### src/rtl/fact_pkg.sv
// Shared types and elaboration helpers for the iterative factorial engine.
// Latency: n/a (package only).
// Backpressure: n/a (package only).
package fact_pkg;

    typedef enum logic {
        IDLE = 1'b0,
        MUL  = 1'b1
    } fact_state_t;

    // Default datapath width and the matching "multiplicative identity" pattern.
    localparam int FACT_DEF_WIDTH = 32;
    localparam logic [FACT_DEF_WIDTH-1:0] ONE = {{(FACT_DEF_WIDTH-1){1'b0}}, 1'b1};

    // Largest n whose n! still fits in an unsigned register of the given width.
    function automatic int fact_max_n(input int width);
        longint unsigned p;
        int              m;
        bit              stop;
        p    = 64'd1;
        m    = 0;
        stop = 1'b0;
        for (int k = 1; k <= 20; k++) begin
            if (!stop) begin
                if (width < 64 && (p * longint'(k)) >= (64'd1 << width)) begin
                    stop = 1'b1;
                end else begin
                    p = p * longint'(k);
                    m = k;
                end
            end
        end
        return m;
    endfunction

endpackage

### src/rtl/fact_down_counter.sv
// Loadable down counter holding the remaining multiplier; gt1 flags work left.
// Latency: load/decrement visible one clock after ld/en; gt1 is decoded from the register.
// Backpressure: none; ld has priority over en.
module fact_down_counter #(
    parameter int N_WIDTH = 4
) (
    input  logic               clk,
    input  logic               rst_n,
    input  logic               ld,
    input  logic               en,
    input  logic [N_WIDTH-1:0] d,
    output logic [N_WIDTH-1:0] q,
    output logic               gt1
);

    // Load the operand on acceptance, otherwise step down once per multiply.
    always_ff @(posedge clk or negedge rst_n) begin
        if (!rst_n) begin
            q <= '0;
        end else if (ld) begin
            q <= d;
        end else if (en) begin
            q <= q - 1'b1;
        end
    end

    assign gt1 = (q > {{(N_WIDTH-1){1'b0}}, 1'b1});

endmodule

### src/rtl/factorial_engine.sv
// Iterative n! engine, one multiply per clock, go/busy/done/err handshake.
// Latency: done rises max(n,1) clocks after the accepting edge; rejects answer in one clock.
// Backpressure: go is only sampled in IDLE; requests during a run are dropped. Optional macro FACT_OVF_DETECT_EN aborts on product overflow.
module factorial_engine
    import fact_pkg::*;
#(
    parameter int WIDTH   = 32,
    parameter int N_WIDTH = 4,
    parameter int MAX_N   = fact_max_n(WIDTH)
) (
    input  logic               clk,
    input  logic               rst_n,
    input  logic               go,
    input  logic [N_WIDTH-1:0] n,
    output logic               busy,
    output logic               done,
    output logic               err,
    output logic [WIDTH-1:0]   result
);

    localparam logic [WIDTH-1:0] PROD_ONE = {{(WIDTH-1){1'b0}}, 1'b1};
    localparam int unsigned      MAX_N_U  = MAX_N;

    fact_state_t        state, state_nxt;
    logic [WIDTH-1:0]   prod, prod_nxt;
    logic [WIDTH-1:0]   result_nxt;
    logic               busy_nxt, done_nxt, err_nxt;
    logic               cnt_ld, cnt_en, cnt_gt1;
    logic [N_WIDTH-1:0] cnt;
    logic               in_range;
    logic [WIDTH-1:0]   mul_lo;

    assign in_range = (32'(n) <= MAX_N_U);

`ifdef FACT_OVF_DETECT_EN
    logic [WIDTH+N_WIDTH-1:0] mul_full;
    logic                     mul_ovf;
    assign mul_full = {{N_WIDTH{1'b0}}, prod} * {{WIDTH{1'b0}}, cnt};
    assign mul_lo   = mul_full[WIDTH-1:0];
    assign mul_ovf  = |mul_full[WIDTH+N_WIDTH-1:WIDTH];
`else
    // Only the low WIDTH bits are kept, so the product wraps modulo 2^WIDTH.
    assign mul_lo = prod * {{(WIDTH-N_WIDTH){1'b0}}, cnt};
`endif

    fact_down_counter #(
        .N_WIDTH (N_WIDTH)
    ) u_cnt (
        .clk   (clk),
        .rst_n (rst_n),
        .ld    (cnt_ld),
        .en    (cnt_en),
        .d     (n),
        .q     (cnt),
        .gt1   (cnt_gt1)
    );

    // Next-state and next-output decode; everything holds unless a transition says otherwise.
    always_comb begin
        state_nxt  = state;
        prod_nxt   = prod;
        result_nxt = result;
        busy_nxt   = busy;
        done_nxt   = done;
        err_nxt    = err;
        cnt_ld     = 1'b0;
        cnt_en     = 1'b0;
        case (state)
            IDLE: begin
                if (go) begin
                    if (in_range) begin
                        cnt_ld    = 1'b1;
                        prod_nxt  = PROD_ONE;
                        busy_nxt  = 1'b1;
                        done_nxt  = 1'b0;
                        err_nxt   = 1'b0;
                        state_nxt = MUL;
                    end else begin
                        err_nxt  = 1'b1;
                        done_nxt = 1'b1;
                    end
                end
            end
            MUL: begin
                if (cnt_gt1) begin
`ifdef FACT_OVF_DETECT_EN
                    if (mul_ovf) begin
                        err_nxt   = 1'b1;
                        done_nxt  = 1'b1;
                        busy_nxt  = 1'b0;
                        state_nxt = IDLE;
                    end else begin
                        prod_nxt = mul_lo;
                        cnt_en   = 1'b1;
                    end
`else
                    prod_nxt = mul_lo;
                    cnt_en   = 1'b1;
`endif
                end else begin
                    // cnt of 0 or 1 means the product is complete (also covers 0! and 1!).
                    result_nxt = prod;
                    done_nxt   = 1'b1;
                    busy_nxt   = 1'b0;
                    state_nxt  = IDLE;
                end
            end
            default: begin
                state_nxt = IDLE;
            end
        endcase
    end

    // State, product and registered handshake outputs.
    always_ff @(posedge clk or negedge rst_n) begin
        if (!rst_n) begin
            state  <= IDLE;
            prod   <= '0;
            result <= '0;
            busy   <= 1'b0;
            done   <= 1'b0;
            err    <= 1'b0;
        end else begin
            state  <= state_nxt;
            prod   <= prod_nxt;
            result <= result_nxt;
            busy   <= busy_nxt;
            done   <= done_nxt;
            err    <= err_nxt;
        end
    end

endmodule

### config.mk
export PLATFORM = sky130hd
export DESIGN_NAME = factorial_engine
export DESIGN_NICKNAME = d
export VERILOG_FILES = /design/src/rtl/fact_pkg.sv /design/src/rtl/fact_down_counter.sv /design/src/rtl/factorial_engine.sv
export SDC_FILE = /design/constraint.sdc
export NUM_CORES = 1
export LEC_CHECK = 0
export CORE_MARGIN = 4
export CORE_UTILIZATION = 35
export DETAILED_ROUTE_END_ITERATION = 10
export PLACE_DENSITY = 0.57
export SLEW_MARGIN = 20
export SYNTH_ARGS = -nofsm -noshare
export SYNTH_HDL_FRONTEND = slang
export SYNTH_SLANG_ARGS = --single-unit
### constraint.sdc
create_clock -name clk -period 3.6 [get_ports clk]
set_input_delay 0.54 -clock clk [delete_from_list [all_inputs] [get_ports clk]]
set_output_delay 0.54 -clock clk [all_outputs]
set_load 0.005 [all_outputs]
==> flow_summary.rst, run 1 <==
.. list-table::
   :header-rows: 1

   * - Metric
     - Value
   * - Async set or reset register ratio after synthesis
     - 1.00
   * - Number of cells on the worst reg-to-reg path
     - 15
   * - CTS Sinks
     - slightly above 70
   * - Global-route wire length before repair
     - 27.6 mm
   * - Pins Over Slew Limit
     - 0
   * - Maxcap violations
     - 0
   * - Antenna viol nets, final
     - 0
   * - Overall via count from detail_route
     - around 5400
   * - Average wire per cell in the routed design
     - between 15 and 20 um
   * - Num ports
     - 42
   * - Die span in x
     - 145 um
   * - Number of detailed-route iterations in the first pass
     - 5
   * - Sequential fraction of the synthesis area
     - 0.275
   * - Die extent in y
     - 145 um
   * - Critical setup path kind
     - flip-flop to flip-flop
   * - Ratio of cells with drive above 1 in the final layout
     - 0.326
   * - Path category of the worst min-delay check
     - primary input to async pin
   * - Data arrival time of the critical path
     - approximately 4 ns
   * - Maximum number of pins on one net before global-route repair
     - 73
   * - Flop-to-flop setup slack
     - -0.07 ns
   * - Warnings from Yosys
     - 0
   * - 1st-iter DRT viols
     - roughly 230
   * - RSZ-0062 raised after global routing
     - yes
   * - Total track usage
     - 0.167
   * - Clock tree from TritonCTS
     - yes
   * - Final critical path time including I/O delays and setup
     - ~3.7 ns
   * - Worst Path Max Fanout
     - 6
   * - Full die area
     - around 0.021 mm2
   * - Result of the run
     - finished, violations left
   * - Final total negative setup slack
     - -0.190 ns
   * - Aggregate routed wire length
     - between 15 and 20 mm
   * - RD Place Congestion
     - between 0.8 and 0.9
   * - Netlist area before placement
     - about 0.0066 mm2
   * - Clk_lat worst skew
     - roughly 0.35 ns
   * - Max-slew headroom
     - 0.369
   * - Number of register bits inferred by synthesis
     - 72
   * - Synthesized area per cell
     - just under 9 um2
   * - Worst setup slack after layout
     - -0.0688 ns
   * - Number of buffers inserted during clock tree synthesis
     - 9
   * - Count of final setup violators
     - 6
   * - Root Driver
     - sky130_fd_sc_hd__clkbuf_16
   * - Commonest cells after routing, fill and taps aside
     - 102 x sky130_fd_sc_hd__inv_1, 87 x sky130_fd_sc_hd__buf_4, 86 x sky130_fd_sc_hd__nand2_1
   * - Synth Net Count
     - approximately 840
   * - Starting utilization of the core area
     - 0.360
   * - Most frequent standard cell in the layout excluding fill and tap cells
     - sky130_fd_sc_hd__inv_1
   * - Tightest Pin Transition
     - around 0.95 ns
   * - Total half-perimeter wirelength after legalization and detailed placement
     - 11.8 mm
   * - Vias per std cell
     - between 4 and 5
   * - Port Buf Inserts
     - slightly above 40
   * - Final hold violation count
     - 0
   * - Clock buffer depth
     - 2
   * - Area grow syn2layout
     - 39.1%
   * - Endpoint kind of the worst setup timing path
     - flip-flop
   * - Number of levels the H-tree was split into
     - 3
   * - CP startpoint kind
     - flip-flop
   * - Row cnt
     - between 40 and 50
   * - Grt ovf
     - 0
   * - Number of nets at the end of the flow
     - roughly 970
   * - Instance count of the mapped netlist
     - about 740
   * - Count of unresolved DRC violations after routing
     - 0
   * - Vias in the first global route
     - between 5000 and 6000
   * - Worst-path clk slew
     - around 0.060 ns
   * - Failing checks
     - negative setup slack
   * - Top achievable clock speed
     - about 270 MHz
   * - Most used DFF post-synth
     - sky130_fd_sc_hd__dfrtp_1
   * - Total inserted antenna cells
     - 0
   * - Count of different cell masters after synthesis
     - 46
   * - Clock skew
     - roughly 0.0057 ns
   * - Core box area
     - around 0.018 mm2
   * - Data required time at the worst endpoint
     - approximately 3.8 ns
   * - Number of enable-type register cells in the synthesized netlist
     - 0
   * - Initial antenna violation count
     - 0
   * - Share of the clock period used by the worst path
     - 1.02
## critical path, stage by stage, from the launching register on
cell,delay [ns]
sky130_fd_sc_hd__dfrtp_2,0.45
sky130_fd_sc_hd__buf_12,0.15
sky130_fd_sc_hd__buf_6,0.12
sky130_fd_sc_hd__and2_4,0.13
sky130_fd_sc_hd__fa_1,0.55
sky130_fd_sc_hd__inv_2,0.04
sky130_fd_sc_hd__fa_1,0.50
sky130_fd_sc_hd__inv_2,0.06
sky130_fd_sc_hd__ha_4,0.30
sky130_fd_sc_hd__nand4_1,0.11
sky130_fd_sc_hd__or2_1,0.26
sky130_fd_sc_hd__o211ai_2,0.24
sky130_fd_sc_hd__a31oi_4,0.14
sky130_fd_sc_hd__o31ai_2,0.25
sky130_fd_sc_hd__xnor2_1,0.16
sky130_fd_sc_hd__o21ai_1,0.09
## area by class of cell
type / instances / area [um2]
fill: 1663 / 9100
inverter: 117 / 439
clock buffer: 9 / 225
timing repair buffer: 150 / 1380
tap: 229 / 287
sequential: 72 / 1810
clock inverter: 6 / 109
multi-input combinational: 521 / 4860
## cells by family (layout without fill, tap and decap cells)
kind of cell             count (synthesis)  in the layout  synth area share
adder cells (fa/ha/maj)                 91             91             0.239
XOR/XNOR                                33             33            0.0441
AND/OR/NAND/NOR                        245            245             0.187
AO/OA/AOI/OAI                          120            120             0.113
multiplexers                            32             32            0.0550
buffers and inverters                  150            282            0.0867
flip-flops                              72             72             0.275
## repair_timing
action | in CTS | in global routing
pin swaps | 10 | 80
endpoints found under the hold margin | 0 | 0
buffers inserted | 7 | 18
gates resized for setup | 38 | 122
cloned | 0 | 2
setup endpoints to repair | 18 | 21
hold buffers | 0 | 0
## worst paths after layout
check,from,to
max in group asynchronous,rst_n,u_cnt.q[3]
min in group clk,busy,busy
max,u_cnt.q[1],prod[25]
min reg2reg,busy,busy
max reg2reg,u_cnt.q[1],prod[25]
min,rst_n,result[2]
## cell usage after synthesis, types with 12 or more instances
cell type | instances | area, um2
sky130_fd_sc_hd__clkbuf_1 | 29 | 109
sky130_fd_sc_hd__xor2_1 | 14 | 123
sky130_fd_sc_hd__ha_1 | 34 | 425
sky130_fd_sc_hd__nand2_1 | 92 | 345
sky130_fd_sc_hd__nand3_1 | 12 | 60.1
sky130_fd_sc_hd__and2_1 | 89 | 557
sky130_fd_sc_hd__nor2_1 | 26 | 97.6
sky130_fd_sc_hd__a21oi_1 | 28 | 140
sky130_fd_sc_hd__o21ai_0 | 12 | 60.1
sky130_fd_sc_hd__xnor2_1 | 19 | 166
sky130_fd_sc_hd__dfrtp_1 | 72 | 1800
sky130_fd_sc_hd__inv_1 | 117 | 439
sky130_fd_sc_hd__mux2_2 | 32 | 360
sky130_fd_sc_hd__fa_1 | 57 | 1140
sky130_fd_sc_hd__o21ai_1 | 35 | 175
## metal layers
| layer | track usage | part of all wire | vias up |
|---|---|---|---|
| met4 | 0.0560 | 0.024 | 0 |
| met1 | 0.233 | 0.47 | 2668 |
| met5 | 0 | 0 | - |
| met2 | 0.262 | 0.47 | 90 |
| met3 | 0.0296 | 0.036 | 25 |
| li1 | - | - | 2622 |
## state kept, by name (all words and copies together) (netlist names)
register / flops
busy: 1
result: 32
u_cnt.q: 4
prod: 32
err: 1
done: 1
state: 1
## stage by stage
| step | util | hold slack (ns) | instance area [um2] | cells | worst slack [ns] |
|---|---|---|---|---|---|
| after floorplan | - | 0.244 | 6580 | 743 | 0.00127 |
| after global placement | 0.430 | 0.465 | 7820 | 1063 | -0.0973 |
| after CTS | 0.463 | 0.392 | 8430 | 1085 | -0.0646 |
| after global routing | 0.500 | 0.440 | 9110 | 1104 | -0.194 |
| final | 0.500 | 0.347 | 9110 | 1104 | -0.0688 |
| after detailed placement | 0.430 | 0.471 | 7820 | 1063 | -0.138 |
Power of run 1 is not shown: default switching activity piles up to over one toggle a cycle in this logic, so the estimate is an artifact.
==> inputs of run 2 (changes only) <==
--- a/config.mk
+++ b/config.mk
@@ -5,10 +5,11 @@
 export SDC_FILE = /design/constraint.sdc
 export NUM_CORES = 1
 export LEC_CHECK = 0
+export ABC_AREA = 1
 export CORE_MARGIN = 4
 export CORE_UTILIZATION = 35
 export DETAILED_ROUTE_END_ITERATION = 10
-export PLACE_DENSITY = 0.57
+export PLACE_DENSITY = 0.56
 export SLEW_MARGIN = 20
 export SYNTH_ARGS = -nofsm -noshare
 export SYNTH_HDL_FRONTEND = slang
==> run 2 against run 1 <==
Compared with the run above: the flow now finishes without violations; via count up 16%; clock-buffer cell count up 2; non-clock buffer count down 95; global-route usage up 0.36 points; worst setup slack better by 0.29 ns; synthesized cell count up 46%; utilization down 9.3 points; largest cell class unchanged.
==> flow_summary.rst, run 2 <==
.. list-table::
   :header-rows: 1

   * - Metric
     - Value
   * - Vias per std cell
     - about 4.5
   * - Average wire per cell in the routed design
     - 13.5 um
   * - Netlist area before placement
     - roughly 0.0076 mm2
   * - Synth Net Count
     - ~1200
   * - CTS Sinks
     - just over 70
   * - Met1 wire length
     - between 9 and 10 mm
   * - RD Place Congestion
     - about 0.94
   * - Result of the run
     - complete, no violations
   * - Most frequent standard cell in the layout excluding fill and tap cells
     - sky130_fd_sc_hd__nand2_1
   * - Number of register bits inferred by synthesis
     - a little over 70
   * - Vias in the first global route
     - 6490
   * - Maxcap violations
     - 0
   * - Row cnt
     - 53
   * - Die extent in y
     - between 150 and 200 um
   * - Aggregate routed wire length
     - approximately 19 mm
   * - Yosys top cell area share
     - 0.239
   * - Cells taking the most area after synthesis
     - sky130_fd_sc_hd__dfrtp_1 24%, sky130_fd_sc_hd__nand2_1 18%, sky130_fd_sc_hd__fa_1 15%
   * - Clock buffer depth
     - 2
   * - Commonest cells after routing, fill and taps aside
     - 362 x sky130_fd_sc_hd__nand2_1, 288 x sky130_fd_sc_hd__inv_1, 72 x sky130_fd_sc_hd__dfrtp_1
   * - Worst-path clk slew
     - 0.06 ns
   * - Maximum number of pins on one net before global-route repair
     - 59
   * - Num ports
     - 42
   * - Instance count after placement with tap cells included
     - approximately 1400
   * - Share of the clock period used by the worst path
     - 0.939
   * - Final hold violation count
     - 0
   * - Number of nets at the end of the flow
     - 1222
   * - Root Driver
     - sky130_fd_sc_hd__clkbuf_16
   * - Post-layout instance count excluding filler cells
     - approximately 1400
   * - Count of unresolved DRC violations after routing
     - 0
   * - Data required time at the worst endpoint
     - 3.84 ns
   * - Pins Over Slew Limit
     - 0
   * - Global-route wire length before repair
     - between 30 and 40 mm
   * - Ratio of cells with drive above 1 in the final layout
     - 0.114
   * - Setup repair bufs after CTS
     - 0
   * - Final critical path time including I/O delays and setup
     - 3.38 ns
   * - Count of final setup violators
     - 0
   * - Critical setup path kind
     - flip-flop to flip-flop
   * - Path category of the worst min-delay check
     - primary input to async pin
   * - Instance count of the mapped netlist
     - between 1000 and 1500
   * - Warnings from Yosys
     - 0
   * - Clock tree from TritonCTS
     - yes
   * - Synthesized area per cell
     - approximately 7 um2
   * - Starting utilization of the core area
     - 0.357
   * - CP startpoint kind
     - flip-flop
   * - Full die area
     - 0.0240 mm2
   * - Number of detailed-route iterations in the first pass
     - 5
   * - Count of different cell masters after synthesis
     - 40
   * - Tightest Pin Transition
     - between 0.8 and 0.9 ns
   * - Cell types with the highest counts after synthesis
     - 365 x sky130_fd_sc_hd__nand2_1, 288 x sky130_fd_sc_hd__inv_1, 72 x sky130_fd_sc_hd__dfrtp_1
   * - Area grow syn2layout
     - 14.2%
   * - Routed length on met3
     - 705 um
   * - Initial antenna violation count
     - 0
   * - Number of buffers inserted during clock tree synthesis
     - 9
   * - Most used DFF post-synth
     - sky130_fd_sc_hd__dfrtp_1
   * - Number of enable-type register cells in the synthesized netlist
     - 0
   * - Sequential fraction of the synthesis area
     - 0.239
   * - Die span in x
     - 155 um
   * - Total half-perimeter wirelength after legalization and detailed placement
     - 14.8 mm
   * - Async set or reset register ratio after synthesis
     - 1.00
   * - Port Buf Inserts
     - just over 40
   * - Total met2 wirelength after detailed routing
     - ~8.8 mm
   * - Overall via count from detail_route
     - 6280
   * - Post-CTS Hold Fix Bufs
     - 0
   * - Total inserted antenna cells
     - 0
   * - Top achievable clock speed
     - between 200 and 300 MHz
   * - Clk_lat worst skew
     - around 0.35 ns
   * - Grt ovf
     - 0
   * - Core box area
     - approximately 0.021 mm2
   * - # resized after CTS
     - 1
   * - Final total negative setup slack
     - 0 ns
   * - 1st-iter DRT viols
     - approximately 310
   * - RSZ-0062 raised after global routing
     - no
   * - Antenna viol nets, final
     - 0
   * - Number of levels the H-tree was split into
     - 3
   * - Cell type with the highest aggregate area in the netlist
     - sky130_fd_sc_hd__dfrtp_1
   * - Worst Path Max Fanout
     - 16
   * - Total track usage
     - 0.170
   * - Highest metal layer used by the detailed router
     - met4
   * - Data arrival time of the critical path
     - ~3.6 ns
   * - Endpoint kind of the worst setup timing path
     - flip-flop
   * - Clock skew
     - about 0.012 ns
   * - Most instantiated library cell after synthesis
     - sky130_fd_sc_hd__nand2_1
   * - Biggest regs
     - prod (32), result (32), u_cnt.q (4)
   * - Max-slew headroom
     - 0.451
[run 2: critical path, cell delays in order (launching register included)]
cell and delay (ns):
sky130_fd_sc_hd__dfrtp_1 0.40, sky130_fd_sc_hd__buf_4 0.21, sky130_fd_sc_hd__nand2_1 0.08, sky130_fd_sc_hd__inv_1 0.05, sky130_fd_sc_hd__fa_1 0.54, sky130_fd_sc_hd__inv_1 0.06, sky130_fd_sc_hd__fa_1 0.53, sky130_fd_sc_hd__inv_1 0.04
sky130_fd_sc_hd__ha_1 0.36, sky130_fd_sc_hd__nand2_2 0.11, sky130_fd_sc_hd__inv_1 0.09, sky130_fd_sc_hd__nand2_2 0.08, sky130_fd_sc_hd__inv_1 0.10, sky130_fd_sc_hd__nand2_1 0.08, sky130_fd_sc_hd__nor2_1 0.09, sky130_fd_sc_hd__nand2_1 0.12
sky130_fd_sc_hd__nand3_1 0.12, sky130_fd_sc_hd__nand2_1 0.05, sky130_fd_sc_hd__nand3_1 0.09, sky130_fd_sc_hd__nand2_1 0.06
[run 2: kinds of logic (layout without fill, tap and decap cells)]
family / Yosys count / after routing / share of synthesized area
and+or+nand+nor: 492 / 492 / 0.279
buffers and inverters: 324 / 370 / 0.170
adders and majority gates: 91 / 91 / 0.207
DFF: 72 / 72 / 0.239
AOI/OAI and AO/OA: 65 / 65 / 0.0492
muxes: 32 / 32 / 0.0477
xor gates and xnor gates: 7 / 7 / 0.00812
[run 2: stage by stage]
step | hold WS, ns | utilization | setup WS (ns) | cell area [um2]
finish | 0.272 | 0.408 | 0.220 | 8620
detailed placement | 0.481 | 0.391 | 0.00298 | 8280
global placement | 0.472 | 0.391 | 0.00832 | 8280
global route | 0.373 | 0.408 | 0.00206 | 8620
floorplan | 0.244 | - | 0.155 | 7550
CTS | 0.329 | 0.405 | 0.0847 | 8560
[run 2: final cells by class]
type,count,area [um2]
Fill cell,2274,12500
Sequential cell,72,1800
Timing Repair Buffer,55,538
Inverter,299,1120
Tap cell,275,344
Multi-Input combinational cell,687,4530
Clock inverter,5,31.3
Clock buffer,11,253
[run 2: per-layer routing]
layer,track usage,up-vias
li1,-,3252
met1,0.242,2929
met2,0.276,84
met3,0.0248,15
met4,0.0399,0
met5,0,-
[run 2: final timing paths]
| kind | endpoint | depth (start not counted) | from | slack, ns |
|---|---|---|---|---|
| max | prod[25] | 19 | u_cnt.q[3] | 0.22 |
| min | result[15] | 1 | rst_n | 0.27 |
| max reg2reg | prod[25] | 19 | u_cnt.q[3] | 0.22 |
| min reg2reg | result[3] | 1 | result[3] | 0.49 |
| max in group asynchronous | u_cnt.q[1] | 2 | rst_n | 2.60 |
| min in group clk | result[3] | 1 | result[3] | 0.49 |
Power of run 2 is left out for the same reason.
